**src/rtl/toggle_period_monitor_if.sv**
```systemverilog
// Toggle period monitor bus: observed input, controls and status.
// The monitor is the slave; whoever drives sig_in/enable/clear is the master.
interface toggle_period_monitor_if #(
  parameter int CNT_W = 16
);
  logic             sig_in;
  logic             enable;
  logic             clear;
  logic             toggle_pulse;
  logic [CNT_W-1:0] edge_count;
  logic [CNT_W-1:0] last_period;
  logic             period_valid;
  logic             stall;
  logic [1:0]       state;

  modport master (
    output sig_in, enable, clear,
    input  toggle_pulse, edge_count, last_period,
    input  period_valid, stall, state
  );

  modport slave (
    input  sig_in, enable, clear,
    output toggle_pulse, edge_count, last_period,
    output period_valid, stall, state
  );
endinterface

```
**src/rtl/toggle_period_monitor.sv**
```systemverilog
// Synchronizes a toggling input, counts its transitions, measures the
// spacing between them and flags a stall when it stops toggling.
module toggle_period_monitor #(
  parameter int CNT_W       = 16,
  parameter int SYNC_STAGES = 2,
  parameter int TIMEOUT     = 1000
) (
  input logic                   clk,
  input logic                   rst_n,
  toggle_period_monitor_if.slave bus
);
  typedef enum logic [1:0] {
    IDLE    = 2'd0,
    ARM     = 2'd1,
    MEASURE = 2'd2,
    STALL   = 2'd3
  } state_t;

  localparam logic [CNT_W-1:0] MAX = '1;
  localparam logic [31:0] TO = 32'(TIMEOUT);

  logic [SYNC_STAGES-1:0] r_sync;
  logic                   r_prev;
  logic                   r_toggle;
  state_t                 r_state;
  logic [CNT_W-1:0]       r_count;
  logic [CNT_W-1:0]       r_period;
  logic [CNT_W-1:0]       r_gap;
  logic                   r_valid;
  logic                   r_stall;

  logic                   w_edge;
  logic [CNT_W-1:0]       w_count_inc;
  logic [CNT_W-1:0]       w_gap_inc;
  logic                   w_timeout;

  assign w_edge      = r_sync[SYNC_STAGES-1] ^ r_prev;
  assign w_count_inc = (r_count == MAX) ? r_count : r_count + 1'b1;
  assign w_gap_inc   = (r_gap == MAX) ? r_gap : r_gap + 1'b1;
  assign w_timeout   = 32'(w_gap_inc) >= TO;

  // Runs regardless of enable so enabling never sees a stale edge.
  always_ff @(posedge clk or negedge rst_n) begin
    if (!rst_n) begin
      r_sync   <= '0;
      r_prev   <= 1'b0;
      r_toggle <= 1'b0;
    end else begin
      r_sync   <= {r_sync[SYNC_STAGES-2:0], bus.sig_in};
      r_prev   <= r_sync[SYNC_STAGES-1];
      r_toggle <= w_edge;
    end
  end

  always_ff @(posedge clk or negedge rst_n) begin
    if (!rst_n) begin
      r_state  <= IDLE;
      r_count  <= '0;
      r_period <= '0;
      r_gap    <= '0;
      r_valid  <= 1'b0;
      r_stall  <= 1'b0;
    end else begin
      r_valid <= 1'b0;
      if (bus.clear) begin
        r_count  <= '0;
        r_period <= '0;
        r_gap    <= '0;
        r_stall  <= 1'b0;
        r_state  <= bus.enable ? ARM : IDLE;
      end else if (!bus.enable) begin
        r_stall <= 1'b0;
        r_state <= IDLE;
      end else begin
        unique case (r_state)
          IDLE: r_state <= ARM;
          ARM: begin
            if (w_edge) begin
              r_count <= w_count_inc;
              r_gap   <= '0;
              r_state <= MEASURE;
            end
          end
          MEASURE: begin
            if (w_edge) begin
              r_period <= w_gap_inc;
              r_valid  <= 1'b1;
              r_count  <= w_count_inc;
              r_gap    <= '0;
            end else if (w_timeout) begin
              r_stall <= 1'b1;
              r_state <= STALL;
            end else begin
              r_gap <= w_gap_inc;
            end
          end
          STALL: begin
            // A stalled interval is not a period; resume measuring.
            if (w_edge) begin
              r_stall <= 1'b0;
              r_count <= w_count_inc;
              r_gap   <= '0;
              r_state <= MEASURE;
            end
          end
        endcase
      end
    end
  end

  assign bus.toggle_pulse = r_toggle;
  assign bus.edge_count   = r_count;
  assign bus.last_period  = r_period;
  assign bus.period_valid = r_valid;
  assign bus.stall        = r_stall;
  assign bus.state        = r_state;
endmodule

```
**src/flat_wrapper.sv**
```systemverilog
// flat-port wrapper written by rule: the top's interface ports become plain ports
module toggle_period_monitor_flat 
#(
  parameter int CNT_W       = 16,
  parameter int SYNC_STAGES = 2,
  parameter int TIMEOUT     = 1000
)
  (clk, rst_n, bus_sig_in, bus_enable, bus_clear, bus_toggle_pulse, bus_edge_count, bus_last_period, bus_period_valid, bus_stall, bus_state);
  toggle_period_monitor_if #(.CNT_W(CNT_W)) bus_i ();
  input logic clk;
  input logic rst_n;
  input wire logic [$bits(bus_i.sig_in)-1:0] bus_sig_in;
  input wire logic [$bits(bus_i.enable)-1:0] bus_enable;
  input wire logic [$bits(bus_i.clear)-1:0] bus_clear;
  output wire logic [$bits(bus_i.toggle_pulse)-1:0] bus_toggle_pulse;
  output wire logic [$bits(bus_i.edge_count)-1:0] bus_edge_count;
  output wire logic [$bits(bus_i.last_period)-1:0] bus_last_period;
  output wire logic [$bits(bus_i.period_valid)-1:0] bus_period_valid;
  output wire logic [$bits(bus_i.stall)-1:0] bus_stall;
  output wire logic [$bits(bus_i.state)-1:0] bus_state;
  assign bus_i.sig_in = bus_sig_in;
  assign bus_i.enable = bus_enable;
  assign bus_i.clear = bus_clear;
  assign bus_toggle_pulse = bus_i.toggle_pulse;
  assign bus_edge_count = bus_i.edge_count;
  assign bus_last_period = bus_i.last_period;
  assign bus_period_valid = bus_i.period_valid;
  assign bus_stall = bus_i.stall;
  assign bus_state = bus_i.state;
  toggle_period_monitor #(.CNT_W(CNT_W), .SYNC_STAGES(SYNC_STAGES), .TIMEOUT(TIMEOUT)) u_core (.clk(clk), .rst_n(rst_n), .bus(bus_i));
endmodule
```
**config.mk**
```make
export PLATFORM = sky130hd
export DESIGN_NAME = toggle_period_monitor_flat
export DESIGN_NICKNAME = d
export VERILOG_FILES = /design/src/rtl/toggle_period_monitor_if.sv /design/src/rtl/toggle_period_monitor.sv /design/src/flat_wrapper.sv
export SDC_FILE = /design/constraint.sdc
export NUM_CORES = 1
export LEC_CHECK = 0
export ABC_AREA = 1
export CORE_MARGIN = 5
export CORE_UTILIZATION = 30
export DETAILED_ROUTE_END_ITERATION = 10
export PLACE_DENSITY_LB_ADDON = 0.05
export SYNTH_ARGS = -nofsm -noshare
export SYNTH_HDL_FRONTEND = slang
export SYNTH_SLANG_ARGS = --single-unit
```
**constraint.sdc**
```tcl
create_clock -name clk -period 6.4 [get_ports clk]
set_clock_uncertainty 0.2 [all_clocks]
set_input_delay 1.28 -clock clk [delete_from_list [all_inputs] [get_ports clk]]
set_output_delay 1.28 -clock clk [all_outputs]
set_load 0.01 [all_outputs]
```
==> results.sh, run 1 <==
export IMPL_grt_remaining_overflow=0
export IMPL_fin_nets=456
export IMPL_yosys_top_cells_count="nand2_1 (97), dfrtp_1 (56), nor2_1 (50), nand3_1 (46), inv_1 (37)"
export IMPL_path_max_fanout=29
export IMPL_synth_top_area_cell="dfrtp_1"
export IMPL_path_class="in -> reg"
export IMPL_cts_sinks=56
export IMPL_synth_cell_types=37
export IMPL_routed_wirelength_mm=8.07
export IMPL_nFillCells=1139
export IMPL_num_vias=2748
export IMPL_grt_max_degree=57
export IMPL_synthFlopType="dfrtp_1"
export IMPL_gp_congestion=0.834
export IMPL_async_flop_share=1.00
export IMPL_post_cts_setup_buffers=0
export IMPL_maxCapViolations=0
export IMPL_postCtsResizedCells=0
export IMPL_portBuffers=41
export IMPL_core_sq_um=10300
export IMPL_synthXorXnorAreaFrac=0.0305
export IMPL_final_hold_viol_count=0
export IMPL_die_h_microns=113
export IMPL_first_pass_iters=4
export IMPL_root_buffer="clkbuf_8"
export IMPL_clock_path_buffers=2
export IMPL_syn_area_sq_um=3160
export IMPL_syn_num_nets=417
export IMPL_io_pins=42
export IMPL_status="complete, no violations"
export IMPL_gr_usage_all_layers=0.132
export IMPL_synth_edff_count=0
export IMPL_diodes=0
export IMPL_irDropWorstVdd_mv=0.0825
export IMPL_tns_ps=0
export IMPL_synthAdderAreaFrac=0.00792
export IMPL_period_needed_ps=4290
export IMPL_rsz0062_at_grt="false"
export IMPL_grt_pass1_wl_mm=13.8
export IMPL_setup_slack_ps=2110
export IMPL_dpl_worst_slack_ps=1740
export IMPL_area_growth_pct=19.8
export IMPL_wl_per_cell_microns=13.8
export IMPL_syn_area_per_cell_sq_um=7.71
export IMPL_drt_initial_drc_count=111
export IMPL_postCtsHoldBufs=0
export IMPL_synth_compound_area_frac=0.0986
export IMPL_power_leakage_uw=0.00169
export IMPL_synth_simple_area_share=0.342
export IMPL_seq_area_sq_um=1400
export IMPL_start_util=0.307
export IMPL_synthCells=410
export IMPL_worstSetupEndpointType="flip-flop"
export IMPL_clk_pin_slew_ps=100
export IMPL_slew_limit_headroom=0.401
export IMPL_numCtsBuffers=5
export IMPL_hold_path_class="reg -> reg"
export IMPL_setup_viol=0
export IMPL_synth_top_cell_area_share=0.444
export IMPL_grt_antenna_before_repair=0
export IMPL_synth_most_common_cell="nand2_1"
export IMPL_synth_area_leaders="dfrtp_1 (44%), nand2_1 (12%), nand3_1 (7.3%)"
export IMPL_worst_ep_arrival_time_ps=4340
export IMPL_finalCritPeriodShare=0.670
export IMPL_die_area_sq_um=12700
export IMPL_critPathLaunchType="primary input"
export IMPL_postRouteAntennaNets=0
export IMPL_clk_latency_ps=310
export IMPL_row_count=37
export IMPL_cts_tree="yes"
export IMPL_worst_pin_slew_ps=897
export IMPL_critical_path_required_ps=6450
export IMPL_die_w_microns=113
export IMPL_layout_drive_gt1_share=0.104
export IMPL_synthMuxAreaShare=0.00317
export IMPL_hpwl_mm=6.19
export IMPL_fmax_mhz=233
export IMPL_synth_top_family_by_area="simple AND/OR/NAND/NOR gates"
export IMPL_hold_slack_ps=157
export IMPL_drcViolationCount=0
export IMPL_drv_slew=0
export IMPL_via_per_inst=4.69
export IMPL_ys_warn_count=0
export IMPL_htreeDepth=2
export IMPL_multi_input_area_sq_um=1520
export IMPL_synth_seq_area_share=0.444
export IMPL_grt_pass1_vias=2670
export IMPL_p_per_area_nw_per_um2=176
export IMPL_yosys_register_bits=56
## critical path: stages
cell and delay (ps):
clkdlybuf4s50_1 620, inv_1 770, o21ai_0 330, o21ai_1 170
clkinv_1 570, nand2_2 450, nand2_1 90, nand2_1 70
## cells in the final DEF (no fill, tap or decap), types with 5 or more instances in the layout
| master | count |
|---|---|
| nor2_2 | 7 |
| nand2_1 | 97 |
| nand3_1 | 46 |
| a21oi_1 | 12 |
| o21ai_0 | 23 |
| inv_2 | 6 |
| nand4_1 | 8 |
| clkdlybuf4s50_1 | 40 |
| nand2_2 | 6 |
| inv_1 | 37 |
| nor2_1 | 50 |
| a21oi_2 | 5 |
| clkbuf_8 | 5 |
| dfrtp_1 | 56 |
| xor2_1 | 7 |
| nand3_2 | 10 |
## state kept, by name, summed over array words and instances, names as in the netlist
signal                   cells
u_core.bus.stall             1
u_core.r_sync                2
u_core.bus.edge_count       16
u_core.bus.state             2
u_core.bus.last_period      16
u_core.bus.toggle_pulse      1
u_core.r_gap                16
u_core.r_prev                1
u_core.bus.period_valid      1
## final cells by class
| class | instances | area share |
|---|---|---|
| clock buffer | 6 | 0.0192 |
| clock inverter | 2 | 0.00926 |
| inverter | 45 | 0.0446 |
| multi-input combinational | 299 | 0.402 |
| sequential | 56 | 0.370 |
| tap | 136 | 0.0450 |
| timing repair buffer | 42 | 0.109 |
## per-stage QoR
stage | cell area (sq um) | std cells | util | power [uW]
CTS | 3780 | 586 | 0.368 | 682
detailed placement | 3680 | 578 | 0.358 | 447
global placement | 3680 | 578 | 0.358 | 447
finish | 3780 | 586 | 0.368 | 667
floorplan | 3160 | 410 | - | 414
global route | 3780 | 586 | 0.368 | 701
## cell families (layout without fill, tap and decap cells)
group	count (synthesis)	after routing
buffers and inverters	55	95
multiplexers	1	1
XOR/XNOR	11	11
AO/OA/AOI/OAI	53	53
flip-flops	56	56
adder cells (fa/ha/maj)	2	2
AND/OR/NAND/NOR	232	232
## routing by layer
| layer | vias up | track usage | wire length (microns) |
|---|---|---|---|
| met1 | 1271 | 0.178 | 3830 |
| met2 | 60 | 0.219 | 3740 |
| met5 | - | 0 | 0 |
| met3 | 8 | 0.0253 | 403 |
| met4 | 0 | 0.0321 | 106 |
| li1 | 1409 | - | - |
## path summary, 6_finish.rpt
check | end | from | depth (start not counted) | slack (ps)
setup / recovery | u_core.r_gap[1]$_DFFE_PN0P_ | bus_clear | 8 | 2110
hold reg to reg | u_core.r_sync[1]$_DFF_PN0_ | u_core.r_sync[0]$_DFF_PN0_ | 0 | 160
min in group asynchronous | u_core.bus.edge_count[4]$_DFFE_PN0P_ | rst_n | 2 | 900
max in group asynchronous | u_core.r_gap[2]$_DFFE_PN0P_ | rst_n | 2 | 4610
setup reg to reg | u_core.r_gap[1]$_DFFE_PN0P_ | u_core.r_gap[0]$_DFFE_PN0P_ | 12 | 3630
hold / removal | u_core.r_sync[1]$_DFF_PN0_ | u_core.r_sync[0]$_DFF_PN0_ | 0 | 160
## where the power goes
group	internal, uW	switching [uW]	total [uW]
sequential	362	8.50	370
clock	116	113	229
combinational	22.9	44.7	67.7
total	501	166	667
No activity file was read; power rests on OpenSTA's default activity.
==> run 2: changes to the inputs <==
==> constraint.sdc (replaced) <==
create_clock -name clk -period 3.55 [get_ports clk]
set_clock_uncertainty 0.2 [all_clocks]
set_input_delay 0.71 -clock clk [delete_from_list [all_inputs] [get_ports clk]]
set_output_delay 0.71 -clock clk [all_outputs]
set_load 0.01 [all_outputs]
==> results.sh, run 2 (synthesis gave the netlist of run 1 again) <==
export IMPL_critPathLaunchType="flip-flop"
export IMPL_crit_path_end="u_core.r_gap[5]$_DFFE_PN0P_"
export IMPL_grt_pass1_wl_mm=13.6
export IMPL_grt_max_degree=57
export IMPL_status="complete, no violations"
export IMPL_worstSetupEndpointType="flip-flop"
export IMPL_start_util=0.307
export IMPL_crit_start="u_core.r_gap[0]$_DFFE_PN0P_"
export IMPL_grt_pass1_vias=2662
export IMPL_row_count=37
export IMPL_period_needed_ps=2800
export IMPL_switchingPower_uw=321
export IMPL_sw_frac_of_total=0.256
export IMPL_post_cts_setup_buffers=0
export IMPL_first_pass_iters=4
export IMPL_postRouteAntennaNets=0
export IMPL_hold_path_class="reg -> reg"
export IMPL_r2r_slack_ps=750
export IMPL_worst_ep_arrival_time_ps=2850
export IMPL_core_sq_um=10300
export IMPL_fin_nets=461
export IMPL_critical_path_required_ps=3600
export IMPL_power_frac_clock=0.364
export IMPL_drv_slew=0
export IMPL_hold_slack_ps=160
export IMPL_gr_usage_all_layers=0.131
export IMPL_hpwl_mm=6.21
export IMPL_finalCritPeriodShare=0.788
export IMPL_worstPathCellList="ha_1 -> nand3_4 -> nor2_4 -> nand2_2 -> inv_1 -> o21bai_2 -> nand3_2 -> nand3_2 -> nand2_4 -> nand2_2 -> nand2_1 -> nand2_1"
export IMPL_diodes=0
export IMPL_ff2ff_path_depth=12
export IMPL_postCtsResizedCells=0
export IMPL_worst_pin_slew_ps=449
export IMPL_grt_remaining_overflow=0
export IMPL_gp_congestion=0.826
export IMPL_seq_area_sq_um=1400
export IMPL_power_frac_comb=0.103
export IMPL_p_per_area_nw_per_um2=325
export IMPL_final_hold_viol_count=0
export IMPL_utilization=0.374
export IMPL_htreeDepth=2
export IMPL_drt_initial_drc_count=80
export IMPL_wl_per_cell_microns=13.8
export IMPL_num_vias=2726
export IMPL_die_w_microns=113
export IMPL_p_seq_frac=0.533
export IMPL_io_pins=42
export IMPL_clock_path_buffers=2
export IMPL_irDropWorstVdd_mv=0.136
export IMPL_fmax_mhz=357
export IMPL_via_per_inst=4.61
export IMPL_numCtsBuffers=5
export IMPL_path_class="reg -> reg"
export IMPL_layout_drive_gt1_share=0.116
export IMPL_multi_input_area_sq_um=1520
export IMPL_dp_cells=583
export IMPL_cpPeakStageDelay_ps=490
export IMPL_die_area_sq_um=12700
export IMPL_rsz0062_at_grt="false"
export IMPL_layout_commonest_cell="nand2_1"
export IMPL_reg2reg_to="u_core.r_gap[5]$_DFFE_PN0P_"
export IMPL_root_buffer="clkbuf_8"
export IMPL_cts_sinks=56
export IMPL_fin_cells=591
export IMPL_slew_limit_headroom=0.698
export IMPL_clk_latency_ps=310
export IMPL_intPower_uw=930
export IMPL_grt_antenna_before_repair=0
export IMPL_r2r_start="u_core.r_gap[0]$_DFFE_PN0P_"
export IMPL_portBuffers=41
export IMPL_die_h_microns=113
export IMPL_tns_ps=0
export IMPL_clk_pin_slew_ps=110
export IMPL_maxCapViolations=0
export IMPL_area_growth_pct=21.8
export IMPL_cts_tree="yes"
export IMPL_crit_slowest_cell="dfrtp_1"
export IMPL_routed_wirelength_mm=8.16
export IMPL_nFillCells=1096
export IMPL_drcViolationCount=0
export IMPL_final_cell_mix="nand2_1 (97), dfrtp_1 (56), nor2_1 (50), nand3_1 (46), clkdlybuf4s50_1 (40)"
export IMPL_power_leakage_uw=0.00173
export IMPL_path_max_fanout=17
export IMPL_postCtsHoldBufs=0
export IMPL_setup_viol=0
==> run 2: how the worst min path moves through the flow <==
stage / start / endpoint / slack [ps] / cells past startpoint
final: u_core.r_sync[0]$_DFF_PN0_ / u_core.r_sync[1]$_DFF_PN0_ / 160 / 0
after CTS: u_core.r_sync[0]$_DFF_PN0_ / u_core.r_sync[1]$_DFF_PN0_ / 160 / 0
after global placement: u_core.r_sync[0]$_DFF_PN0_ / u_core.r_sync[1]$_DFF_PN0_ / 130 / 0
after floorplan: u_core.r_sync[0]$_DFF_PN0_ / u_core.r_sync[1]$_DFF_PN0_ / 130 / 0
after detailed placement: u_core.r_sync[0]$_DFF_PN0_ / u_core.r_sync[1]$_DFF_PN0_ / 140 / 0
after global routing: u_core.r_sync[0]$_DFF_PN0_ / u_core.r_sync[1]$_DFF_PN0_ / 180 / 0
==> run 2: routing by layer <==
| metal | global-route usage | share of wire | vias to the layer above |
|---|---|---|---|
| li1 | - | - | 1420 |
| met1 | 0.175 | 0.48 | 1250 |
| met2 | 0.214 | 0.46 | 46 |
| met3 | 0.0275 | 0.042 | 10 |
| met4 | 0.0377 | 0.014 | 0 |
| met5 | 0 | 0 | - |
==> run 2: power groups by stage <==
stage	logic [uW]	clock network (uW)	registers, uW
after global routing	143	497	670
final	129	455	667
after floorplan	63.6	0	682
after CTS	132	474	667
after global placement	131	0	680
after detailed placement	131	0	680
==> run 2: area by class of cell <==
cell class	instances	share of cell area
multi-input cells	299	0.396
flip-flops and latches	56	0.364
repair buffers	47	0.120
well taps	136	0.0442
inverters	45	0.0439
clock buffers	6	0.0215
clock inverters	2	0.0101
==> run 2: critical path, delay by kind of cell, from the launching register on <==
kind            cells  cell delay, ps
buf+inv             1             290
compound gates      1             180
flops               1             490
fa+ha+maj           1             340
simple gates        9            1230
==> run 2: metrics by stage <==
step,worst slack [ps],power [uW],area (sq um)
CTS,707,1270,3850
finish,752,1250,3850
floorplan,1350,746,3160
global route,486,1310,3850
global placement,589,811,3730
detailed placement,571,811,3730
==> variant, RTL diff (settings of run 1) <==
`TIMEOUT` is set to 1000 in 2 places; all go to 500.
--- a/src/rtl/toggle_period_monitor.sv
+++ b/src/rtl/toggle_period_monitor.sv
@@ -3,7 +3,7 @@
 module toggle_period_monitor #(
   parameter int CNT_W       = 16,
   parameter int SYNC_STAGES = 2,
-  parameter int TIMEOUT     = 1000
+  parameter int TIMEOUT     = 500
 ) (
   input logic                   clk,
   input logic                   rst_n,
--- a/src/flat_wrapper.sv
+++ b/src/flat_wrapper.sv
@@ -3,7 +3,7 @@
 #(
   parameter int CNT_W       = 16,
   parameter int SYNC_STAGES = 2,
-  parameter int TIMEOUT     = 1000
+  parameter int TIMEOUT     = 500
 )
   (clk, rst_n, bus_sig_in, bus_enable, bus_clear, bus_toggle_pulse, bus_edge_count, bus_last_period, bus_period_valid, bus_stall, bus_state);
   toggle_period_monitor_if #(.CNT_W(CNT_W)) bus_i ();
Behaviour: same outputs for any inputs over 10 cycles, from zero or initial values and one cycle with rst_n low; that may be too few to reach the edited logic, so the function may still have changed.
==> variant against run 1 <==
  * Sequential cell count did not move
  * Area after synthesis increased by 1.6%
  * Utilization grew 0.13 points
  * Clock power fell by 9.2%
  * Cell area increased by 1.3%
  * Power fell by 3.1%
  * Routed wire length grew 5.2%
  * Worst setup slack better by 0.59 ns
  * Highest routed layer unchanged
==> variant: results <==
metrics = {
    "run_status": {
        "run_status": "completed",
    },
    "clock_network": {
        "post_cts_buffers": 0,
        "clock_path_buffers": 2,
        "path_clk_slew_ns": 0.10,
        "root_buffer": "clkbuf_8",
        "worstSkewPairLatency_ns": 0.31,
        "numCtsBuffers": 5,
        "htreeDepth": 2,
        "cts_resized": 0,
    },
    "logic_synthesis": {
        "synth_top_cells_by_count": "nand2_1, dfrtp_1, nand3_1, inv_1, nor2_1",
        "synth-seq-area-share": 0.437,
        "async_flop_share": 1.00,
        "ys_types": 33,
        "syn-num-nets": 426,
        "synthTopCellsByArea": "dfrtp_1, nand2_1, nand3_1",
        "synth_ff_type": "dfrtp_1",
        "ys_warn_count": 0,
    },
    "worst_setup_path": {
        "r2r_setup_slack_ns": 3.67,
        "crit_fanout": 17,
        "arrival_ns": 3.75,
        "slowest_stage": "clkdlybuf4s50_1",
        "cp_slowest_stage_delay_ns": 0.69,
    },
    "layout": {
        "finalNetCount": 467,
        "nFillCells": 1144,
        "layout-drive-gt1-share": 0.0933,
        "n_antenna_cell": 0,
    },
    "placement": {
        "place.gp.congestion": 0.819,
        "io_buffer_count": 41,
        "dp_hpwl_um": 6420,
    },
    "sta": {
        "worstMarginPinSlew_ns": 0.751,
        "hold_violations": 0,
    },
    "route": {
        "first_iter_violations": 168,
        "wl_per_cell_um": 14.2,
        "vias": 2807,
        "dr.pass1.iters": 4,
    },
    "pwr": {
        "ir_drop_v": 0.0000859,
        "cellLeakagePower_nw": 1.73,
    },
    "global_routing": {
        "grt_max_degree": 57,
        "grt_pass1_wl_um": 14600,
        "grt_antenna_before_repair": 0,
        "grt_usage": 0.140,
        "grt_pass1_vias": 2802,
    },
    "hold_path": {
        "hp-class": "flop to flop",
    },
}
## variant: changes by cell type after synthesis, moves of 3 or more
| cell | change |
|---|---|
| inv_1 | +12 |
| inv_2 | -5 |
| nand3_1 | +5 |
| nor2_1 | -5 |
| nand3_2 | -4 |
| nand2_1 | +3 |
| nand2_4 | +3 |
| o21ai_1 | -3 |
## variant: stage by stage
step	setup WS (ns)	power [mW]	cell area, µm²	cells	hold slack, ns
2_1_floorplan	3.75	0.413	3210	419	0.131
3_3_place_gp	2.42	0.448	3740	589	0.134
3_5_place_dp	2.39	0.448	3740	589	0.138
4_1_cts	2.71	0.661	3830	597	0.162
5_1_grt	2.44	0.683	3830	597	0.181
6_report	2.71	0.647	3830	597	0.158
## variant: path summary, 6_finish.rpt
| path | start | endpoint | cells after the start |
|---|---|---|---|
| hold / removal | u_core.r_sync[0]$_DFF_PN0_ | u_core.r_sync[1]$_DFF_PN0_ | 0 |
| setup / recovery | bus_clear | u_core.r_gap[6]$_DFFE_PN0P_ | 8 |
| setup reg to reg | u_core.r_gap[0]$_DFFE_PN0P_ | u_core.r_gap[6]$_DFFE_PN0P_ | 12 |
| hold reg to reg | u_core.r_sync[0]$_DFF_PN0_ | u_core.r_sync[1]$_DFF_PN0_ | 0 |
| min in group asynchronous | rst_n | u_core.bus.edge_count[2]$_DFFE_PN0P_ | 2 |
| max in group asynchronous | rst_n | u_core.r_gap[3]$_DFFE_PN0P_ | 2 |
## variant: final cells by class
type / count / area, µm² / share of cell area
clock buffers: 7 / 86.3 / 0.0225
clock inverters: 1 / 7.51 / 0.00196
inverters: 52 / 195 / 0.0509
multi-input cells: 302 / 1550 / 0.405
flip-flops and latches: 56 / 1400 / 0.366
well taps: 136 / 170 / 0.0444
repair buffers: 43 / 420 / 0.110
## variant: critical path: cells and delay by family
kind	cells	cell delay, ns
buf+inv	3	1.43
simple gates	4	0.84
compound gates	1	0.19
## variant: kinds of logic (layout without fill, tap and decap cells)
logic type,Yosys count,after routing,synth area share
and+or+nand+nor,235,235,0.345
buffers and inverters,61,103,0.0803
DFF,56,56,0.437
AOI/OAI and AO/OA,53,53,0.0971
xor gates and xnor gates,11,11,0.0300
adders and majority gates,2,2,0.00780
muxes,1,1,0.00312
## variant: power by group
group / switching, mW / internal [mW]
clock: 0.120 / 0.0884
combinational: 0.0454 / 0.0233
sequential: 0.00820 / 0.362
total: 0.173 / 0.473
## variant: metal layers
metal | routed length [µm] | GRT usage | up-vias
met5 | 0 | 0 | -
met4 | 85 | 0.0313 | 0
met3 | 299 | 0.0239 | 7
met2 | 3970 | 0.229 | 39
met1 | 4140 | 0.194 | 1324
li1 | - | - | 1437
